`src/rtl/spi_txn_arbiter.sv`:
```
// spi_txn_arbiter: shares one half-duplex SPI master between NUM_REQ requesters.
// Define SPI_ARB_STRICT_PRIO_EN for fixed-priority arbitration instead of round-robin.
module spi_txn_arbiter #(
    parameter int NUM_REQ               = 2,
    parameter int DATA_WIDTH            = 32,
    parameter int TRANSACTION_LEN_WIDTH = 6,
    parameter int WAIT_WIDTH            = 16
) (
    input  logic                                     fabric_clk,
    input  logic                                     reset_n,
    input  logic [NUM_REQ-1:0]                       req_valid,
    output logic [NUM_REQ-1:0]                       req_ready,
    input  logic [NUM_REQ*TRANSACTION_LEN_WIDTH-1:0] req_length,
    input  logic [NUM_REQ*DATA_WIDTH-1:0]            req_data,
    input  logic [NUM_REQ*DATA_WIDTH-1:0]            req_mask,
    output logic [NUM_REQ-1:0]                       rsp_valid,
    output logic [DATA_WIDTH-1:0]                    rsp_data,
    input  logic [WAIT_WIDTH-1:0]                    cfg_wait_cycles,
    output logic                                     busy,
    output logic [TRANSACTION_LEN_WIDTH-1:0]         spi_transaction_length,
    output logic [DATA_WIDTH-1:0]                    spi_transaction_data,
    output logic [DATA_WIDTH-1:0]                    spi_transaction_rw_mask,
    input  logic [DATA_WIDTH-1:0]                    spi_transaction_read_data
);

    localparam int IDX_W = (NUM_REQ > 1) ? $clog2(NUM_REQ) : 1;
    localparam int TLW   = TRANSACTION_LEN_WIDTH;

    typedef enum logic [1:0] {
        S_IDLE,
        S_ISSUE,
        S_WAIT,
        S_RESPOND
    } state_e;

    state_e                state_q, state_d;
    logic [IDX_W-1:0]      ptr_q, ptr_d;
    logic [IDX_W-1:0]      own_q, own_d;
    logic [TLW-1:0]        len_q, len_d;
    logic [DATA_WIDTH-1:0] data_q, data_d;
    logic [DATA_WIDTH-1:0] mask_q, mask_d;
    logic [WAIT_WIDTH-1:0] cnt_q, cnt_d;

    logic                  gnt_found;
    logic [IDX_W-1:0]      gnt_idx;
    logic [TLW-1:0]        len_arr  [NUM_REQ];
    logic [DATA_WIDTH-1:0] data_arr [NUM_REQ];
    logic [DATA_WIDTH-1:0] mask_arr [NUM_REQ];

    // Unpack the flattened per-requester payload buses
    always_comb begin
        for (int i = 0; i < NUM_REQ; i++) begin
            len_arr[i]  = req_length[i*TLW +: TLW];
            data_arr[i] = req_data[i*DATA_WIDTH +: DATA_WIDTH];
            mask_arr[i] = req_mask[i*DATA_WIDTH +: DATA_WIDTH];
        end
    end

    // Pick the winning requester: first valid one scanning from the start point
    always_comb begin
        logic [IDX_W:0] sum;
        gnt_found = 1'b0;
        gnt_idx   = '0;
        sum       = '0;
        for (int k = 0; k < NUM_REQ; k++) begin
`ifdef SPI_ARB_STRICT_PRIO_EN
            sum = (IDX_W+1)'(k);
`else
            sum = {1'b0, ptr_q} + (IDX_W+1)'(k);
            if (sum >= (IDX_W+1)'(NUM_REQ)) begin
                sum = sum - (IDX_W+1)'(NUM_REQ);
            end
`endif
            if (!gnt_found && req_valid[sum[IDX_W-1:0]]) begin
                gnt_found = 1'b1;
                gnt_idx   = sum[IDX_W-1:0];
            end
        end
    end

    // State and datapath registers
    always_ff @(posedge fabric_clk or negedge reset_n) begin
        if (!reset_n) begin
            state_q <= S_IDLE;
            ptr_q   <= '0;
            own_q   <= '0;
            len_q   <= '0;
            data_q  <= '0;
            mask_q  <= '0;
            cnt_q   <= '0;
        end else begin
            state_q <= state_d;
            ptr_q   <= ptr_d;
            own_q   <= own_d;
            len_q   <= len_d;
            data_q  <= data_d;
            mask_q  <= mask_d;
            cnt_q   <= cnt_d;
        end
    end

    // Next-state logic: accept, issue, timed wait, respond
    always_comb begin
        state_d = state_q;
        ptr_d   = ptr_q;
        own_d   = own_q;
        len_d   = len_q;
        data_d  = data_q;
        mask_d  = mask_q;
        cnt_d   = cnt_q;
        unique case (state_q)
            S_IDLE: begin
                if (gnt_found) begin
                    own_d  = gnt_idx;
                    len_d  = len_arr[gnt_idx];
                    data_d = data_arr[gnt_idx];
                    mask_d = mask_arr[gnt_idx];
                    // The master needs at least two idle cycles between pulses
                    if (cfg_wait_cycles < WAIT_WIDTH'(2)) begin
                        cnt_d = WAIT_WIDTH'(2);
                    end else begin
                        cnt_d = cfg_wait_cycles;
                    end
                    if (len_arr[gnt_idx] == '0) begin
                        state_d = S_RESPOND;
                    end else begin
                        state_d = S_ISSUE;
                    end
                end
            end
            S_ISSUE: begin
                state_d = S_WAIT;
            end
            S_WAIT: begin
                cnt_d = cnt_q - WAIT_WIDTH'(1);
                if (cnt_q == WAIT_WIDTH'(1)) begin
                    state_d = S_RESPOND;
                end
            end
            S_RESPOND: begin
                state_d = S_IDLE;
`ifdef SPI_ARB_STRICT_PRIO_EN
                ptr_d = '0;
`else
                if (own_q == IDX_W'(NUM_REQ - 1)) begin
                    ptr_d = '0;
                end else begin
                    ptr_d = own_q + IDX_W'(1);
                end
`endif
            end
            default: begin
                state_d = S_IDLE;
            end
        endcase
    end

    // Outputs decoded from the current state
    always_comb begin
        req_ready               = '0;
        rsp_valid               = '0;
        rsp_data                = '0;
        busy                    = (state_q != S_IDLE);
        spi_transaction_length  = '0;
        spi_transaction_data    = data_q;
        spi_transaction_rw_mask = mask_q;
        if (state_q == S_IDLE && gnt_found && reset_n) begin
            req_ready[gnt_idx] = 1'b1;
        end
        if (state_q == S_ISSUE) begin
            spi_transaction_length = len_q;
        end
        if (state_q == S_RESPOND) begin
            rsp_valid[own_q] = 1'b1;
            if (len_q != '0) begin
                rsp_data = spi_transaction_read_data;
            end
        end
    end

endmodule

```
`config.mk`:
```
export PLATFORM = sky130hd
export DESIGN_NAME = spi_txn_arbiter
export DESIGN_NICKNAME = d
export VERILOG_FILES = /design/src/rtl/spi_txn_arbiter.sv
export SDC_FILE = /design/constraint.sdc
export NUM_CORES = 1
export LEC_CHECK = 0
export BUFFER_PORTS_ARGS = -buffer_cell sky130_fd_sc_hd__buf_2
export CORE_AREA = 2 2 117 119
export DETAILED_ROUTE_END_ITERATION = 10
export DIE_AREA = 0 0 119 121
export PLACE_DENSITY = 0.74
export SETUP_SLACK_MARGIN = 0.15
export SLEW_MARGIN = 10
export SYNTH_ARGS = -nofsm -noshare
export SYNTH_HDL_FRONTEND = slang
export SYNTH_SLANG_ARGS = --single-unit
```
`constraint.sdc`:
```
create_clock -name fabric_clk -period 1.9 [get_ports fabric_clk]
set_input_delay 0.285 -clock fabric_clk [delete_from_list [all_inputs] [get_ports fabric_clk]]
set_output_delay 0.285 -clock fabric_clk [all_outputs]
set_load 0.01 [all_outputs]
```
# Word-level counts from Yosys, hierarchy flattened
# Index checks and enable logic that the tools add are counted.
# word_totals
regBits	90
in_bits	192
out_inout_bits	107
word_cells	79
# classes
addsub	5
n_lt_le_gt_ge	10
n_eq_ne	6
n_mux	36
n_bitwise	1
reduce_logical	14
# op_table
cell	count
2-to-1 mux 32 bit	8
2-to-1 mux 16 bit	2
case mux 16 bit (2 select lines)	1
2-to-1 mux 6 bit	4
equality test 16 x 1 -> 1 bit, second input constant	1
< comparator 16 x 2 -> 1 bit, second input constant	1
subtractor 16 x 1 -> 16 bit, second input constant	1
2-to-1 mux 1 bit	13
2-to-1 mux 2 bit	5
< comparator 1 x 2 -> 1 bit, second input constant	4
case mux 2 bit (4 select lines)	1
logical NOT 6 bit	1
AND reduction 2 bit	3
nonzero test 6 bit	1
logical AND 1 bit	5
equality test 2 bit, second input constant	2
>= comparator 2 bit, second input constant	2
!= test 2 bit, second input constant	2
nonzero test 2 bit	2
adder 1 x 1 -> 2 bit, second input constant	1
demux 1 bit (select 1 bit)	2
equality test 2 x 1 -> 1 bit, second input constant	1
>= comparator 1 bit, second input constant	2
>= comparator 1 x 2 -> 1 bit, second input constant	1
5 further kinds	6

# Longest topological paths before layout
# depth
ltp_word	16
depth_mapped	8
depth_no_buf	6

# Worst setup path after synthesis
# Ideal clock, no wire load.
# synth_timing
path_kind	reg-to-reg
start	register cnt_q[10]
end	register state_q[1]
setup_ns	0.128
arrival_time_ns	1.949
required_ns	1.772
path_slack_ns	-0.177
path_stages_with_launch	5
n_path_buf	0
period_less_slack_ns	2.077
path_cell_list	dfrtp_1 -> or4_1 -> or4_1 -> a21oi_2 -> mux2_1
# synth_between
elab_chain_cells	3
# synth_lines
item	line	source
start: declaration	42	logic [WAIT_WIDTH-1:0] cnt_q, cnt_d;
start signal: assignment	98	cnt_q <= cnt_d;
equality test 16 x 1 -> 1 bit	136	if (cnt_q == WAIT_WIDTH'(1)) begin
!= test 2 bit (no source line)	-	
AND reduction 2 bit (no source line)	-	
end signal: assignment	92	state_q <= state_d;
end: declaration	36	state_e state_q, state_d;
# No other way between the ends.
# A chain may end at the register's enable or synchronous reset.

# Worst setup path in the final report
# layout_timing
start	register len_q[4]
end	output rsp_data[0]
# layout_between
elab_chain_cells	3
# layout_lines
item	line	source
start: declaration	39	logic [TLW-1:0] len_q, len_d;
start signal: assignment	95	len_q <= len_d;
nonzero test 6 bit	175	if (len_q != '0) begin
2-to-1 mux 32 bit	175	
2-to-1 mux 32 bit	173	if (state_q == S_RESPOND) begin
end: declaration	17	output logic [DATA_WIDTH-1:0] rsp_data,
# No other way between the ends.

==> results.py <==
metrics = {
    "run_status": {
        "status": "finished, violations left",
        "violations": "setup timing",
    },
    "timing": {
        "worst_slew_pin_slew_ps": 634,
        "timing.setup.tns_ps": -10970,
        "finalCritPeriodShare_pct": 119,
        "maxSlewViolCount": 0,
        "setup_viol": 34,
        "rsz0062_at_grt": "yes",
        "maxSlewHeadroom_pct": 57.7,
        "holdWs_ps": 16.1,
        "skew_ps": 10.5,
        "hold_violations": 0,
        "min_period_ps": 2250,
        "worst_slack_ps": -355,
        "fmax_ghz": 0.444,
    },
    "finish": {
        "layout_commonest_cell": "buf_2",
        "nets": 1060,
        "fin_cells": 1044,
        "final_util_pct": 60.9,
        "drive_above_1_share_pct": 55.0,
        "syn_to_final_growth_pct": 62.7,
        "layout_common_cells": "269 x buf_2, 90 x dfrtp_1, 72 x mux2i_1",
    },
    "cts": {
        "cts_tree": "yes",
        "cts_buffers": 9,
        "clk_pin_slew_worst_paths_ps": 70,
        "clock-sinks": 90,
        "insertion_delay_ps": 340,
        "htreeDepth": 3,
        "clock-root-buffer": "clkbuf_16",
        "clk_path_buf_depth": 2,
    },
    "floorplan": {
        "die-height_um": 121,
        "rows": 42,
        "io_pins": 299,
        "start_util_pct": 37.4,
        "coreArea_um2": 13100,
        "die_x_um": 119,
        "dieArea_um2": 14400,
    },
    "synth": {
        "syn_avg_cell_area_um2": 9.46,
        "netlist_instances": 518,
        "synth_area_um2": 4900,
        "ys_dominant_reg_cell": "dfrtp_1",
        "netlist-cell-type-count": 55,
        "synthesis.nets": 717,
        "yosysSeqAreaShare_pct": 46.0,
        "ys.warnings.count": 0,
        "ys_ff_latch": 90,
        "async_flop_share_pct": 100,
        "synth_edf_count": 0,
    },
    "global_route": {
        "grt_pass1_wl_um": 24500,
        "grt_pass1_vias": 5134,
        "antenna_found_initial": 2,
        "grt_max_degree": 98,
        "gr-total-overflow": 0,
        "grt_util_all_layers_pct": 21.2,
    },
    "placed_design": {
        "numPortBuffers": 298,
        "dp.cells": 1005,
        "dpl.hpwl_um": 11700,
        "gp_congestion": 0.901,
        "pre_cts_ws_ps": -237,
    },
    "detailed_routing": {
        "drt-vias-per-instance": 4.98,
        "drt_iter0_markers": 326,
        "drtAntennaViolNets": 0,
        "drtPass1Iterations": 4,
        "wl_um": 15800,
        "wl_per_cell_um": 15.2,
        "vias": 5201,
        "drc": 0,
    },
    "critical_path": {
        "worst-setup-path-type": "register to primary output",
        "arrival_ps": 1970,
        "crit_chain": "or4_1, o31a_1, buf_12, and2_1, buf_2",
        "reg2reg_to": "state_q[1]$_DFFE_PN0P_",
        "r2r.worst_path.cells": 4,
        "start_kind": "register",
        "required_ps": 1620,
        "endpoint_kind": "primary output",
        "r2r_start": "cnt_q[10]$_DFFE_PN0P_",
        "regToRegSetupSlack_ps": -240,
        "crit_slowest_cell": "or4_1",
        "worstPathMaxFanout": 32,
        "max_stage_delay_ps": 530,
    },
    "pwr": {
        "p_leak_nw": 4.41,
        "power_density_nw_per_um2": 510,
        "peakVddDrop_uv": 365,
    },
    "run": {
        "cap_violations": 0,
    },
    "min_path": {
        "hold_path.class": "primary input to asynchronous set/reset pin",
    },
}
[cells in the mapped netlist (all sizes together) (2+ instances only)]
cell | number | area (µm²)
mux2i | 73 | 731
nor4 | 6 | 43.8
nand2 | 79 | 297
nor4b | 4 | 35.0
nor3 | 9 | 50.1
o22ai | 4 | 25.0
or4 | 6 | 45.0
or3 | 4 | 26.3
o22a | 2 | 18.8
a221o | 3 | 30.0
a31oi | 2 | 12.5
nand4 | 4 | 25.0
and2 | 40 | 250
or3b | 2 | 17.5
dfrtp | 90 | 2250
ha | 7 | 87.6
inv | 10 | 37.5
a21oi | 12 | 63.8
and4 | 2 | 17.5
buf | 9 | 33.8
nor2 | 14 | 52.6
o21ai | 77 | 385
o311a | 2 | 21.3
nand3 | 5 | 25.0
and3 | 5 | 31.3
clkbuf | 23 | 86.3
o21a | 2 | 15.0
o221ai | 2 | 17.5
[logic make-up (layout without fill, tap and decap cells)]
kind of cell,after synthesis,in the layout,synth area share (%)
AOI/OAI and AO/OA,118,118,14.1
muxes,74,74,15.1
DFF,90,90,46.0
other,0,2,0
and+or+nand+nor,186,186,19.7
buffers and inverters,43,391,3.29
adders and majority gates,7,7,1.79
[layer usage]
layer,GRT usage (%),share of wire [%],up-vias
li1,-,-,2535
met1,24.5,39,2357
met2,38.0,51,271
met3,4.61,7.3,38
met4,9.08,3.0,0
met5,0,0,-
[timing repair]
item                       in CTS  in global routing
hold endpoints to repair        0                  0
setup endpoints to repair      40                 50
setup buffers                   9                 11
gates resized for setup        52                 82
pin swaps                       4                 23
gates cloned                    0                  1
hold buffers                    0                  0
[final cells by class]
class                   count  area, µm²
multi-input cells         385       2880
well taps                 176        220
inverters                  11       45.0
clock buffers              10        239
flip-flops and latches     90       2250
clock inverters             6       47.5
diodes                      2       5.00
repair buffers            364       2280
fillers                  1103       5110
[registers in the layout (all words and copies together), names as in the netlist]
register and flops:
cnt_q 16, len_q 6, own_q 1, ptr_q 1
spi_transaction_data 32, spi_transaction_rw_mask 32, state_q 2
[where the power goes]
group / switching [mW] / total, mW / leakage, nW / internal (mW)
Combinational: 0.196 / 0.431 / 3.04 / 0.235
Clock: 0.777 / 1.71 / 0.140 / 0.937
Sequential: 0.00186 / 1.92 / 1.22 / 1.92
[how the worst max path moves through the flow]
stage                     cells past startpoint                  start                endpoint  slack (ps)
after floorplan                               4  cnt_q[13]$_DFFE_PN0P_  state_q[1]$_DFFE_PN0P_        -150
after global placement                        4  cnt_q[13]$_DFFE_PN0P_  state_q[1]$_DFFE_PN0P_        -210
after detailed placement                      4  cnt_q[13]$_DFFE_PN0P_  state_q[1]$_DFFE_PN0P_        -240
after CTS                                     5   len_q[4]$_DFFE_PN0N_            rsp_data[10]        -380
after global routing                          5   len_q[4]$_DFFE_PN0N_            rsp_data[10]        -430
final                                         5   len_q[4]$_DFFE_PN0N_             rsp_data[0]        -350
[per-stage QoR]
stage | power, mW | area [µm²]
after floorplan | 2.09 | 5030
after global placement | 2.37 | 7000
after detailed placement | 2.38 | 7000
after CTS | 4.12 | 7640
after global routing | 4.26 | 7970
final | 4.07 | 7970
[worst max-delay path, delay by kind of cell, from the launching register on]
family | cells | cell delay [ps]
buffers and inverters | 2 | 300
flip-flops | 1 | 370
AO/OA/AOI/OAI | 1 | 290
AND/OR/NAND/NOR | 2 | 690
(Power assumes the default switching activity.)
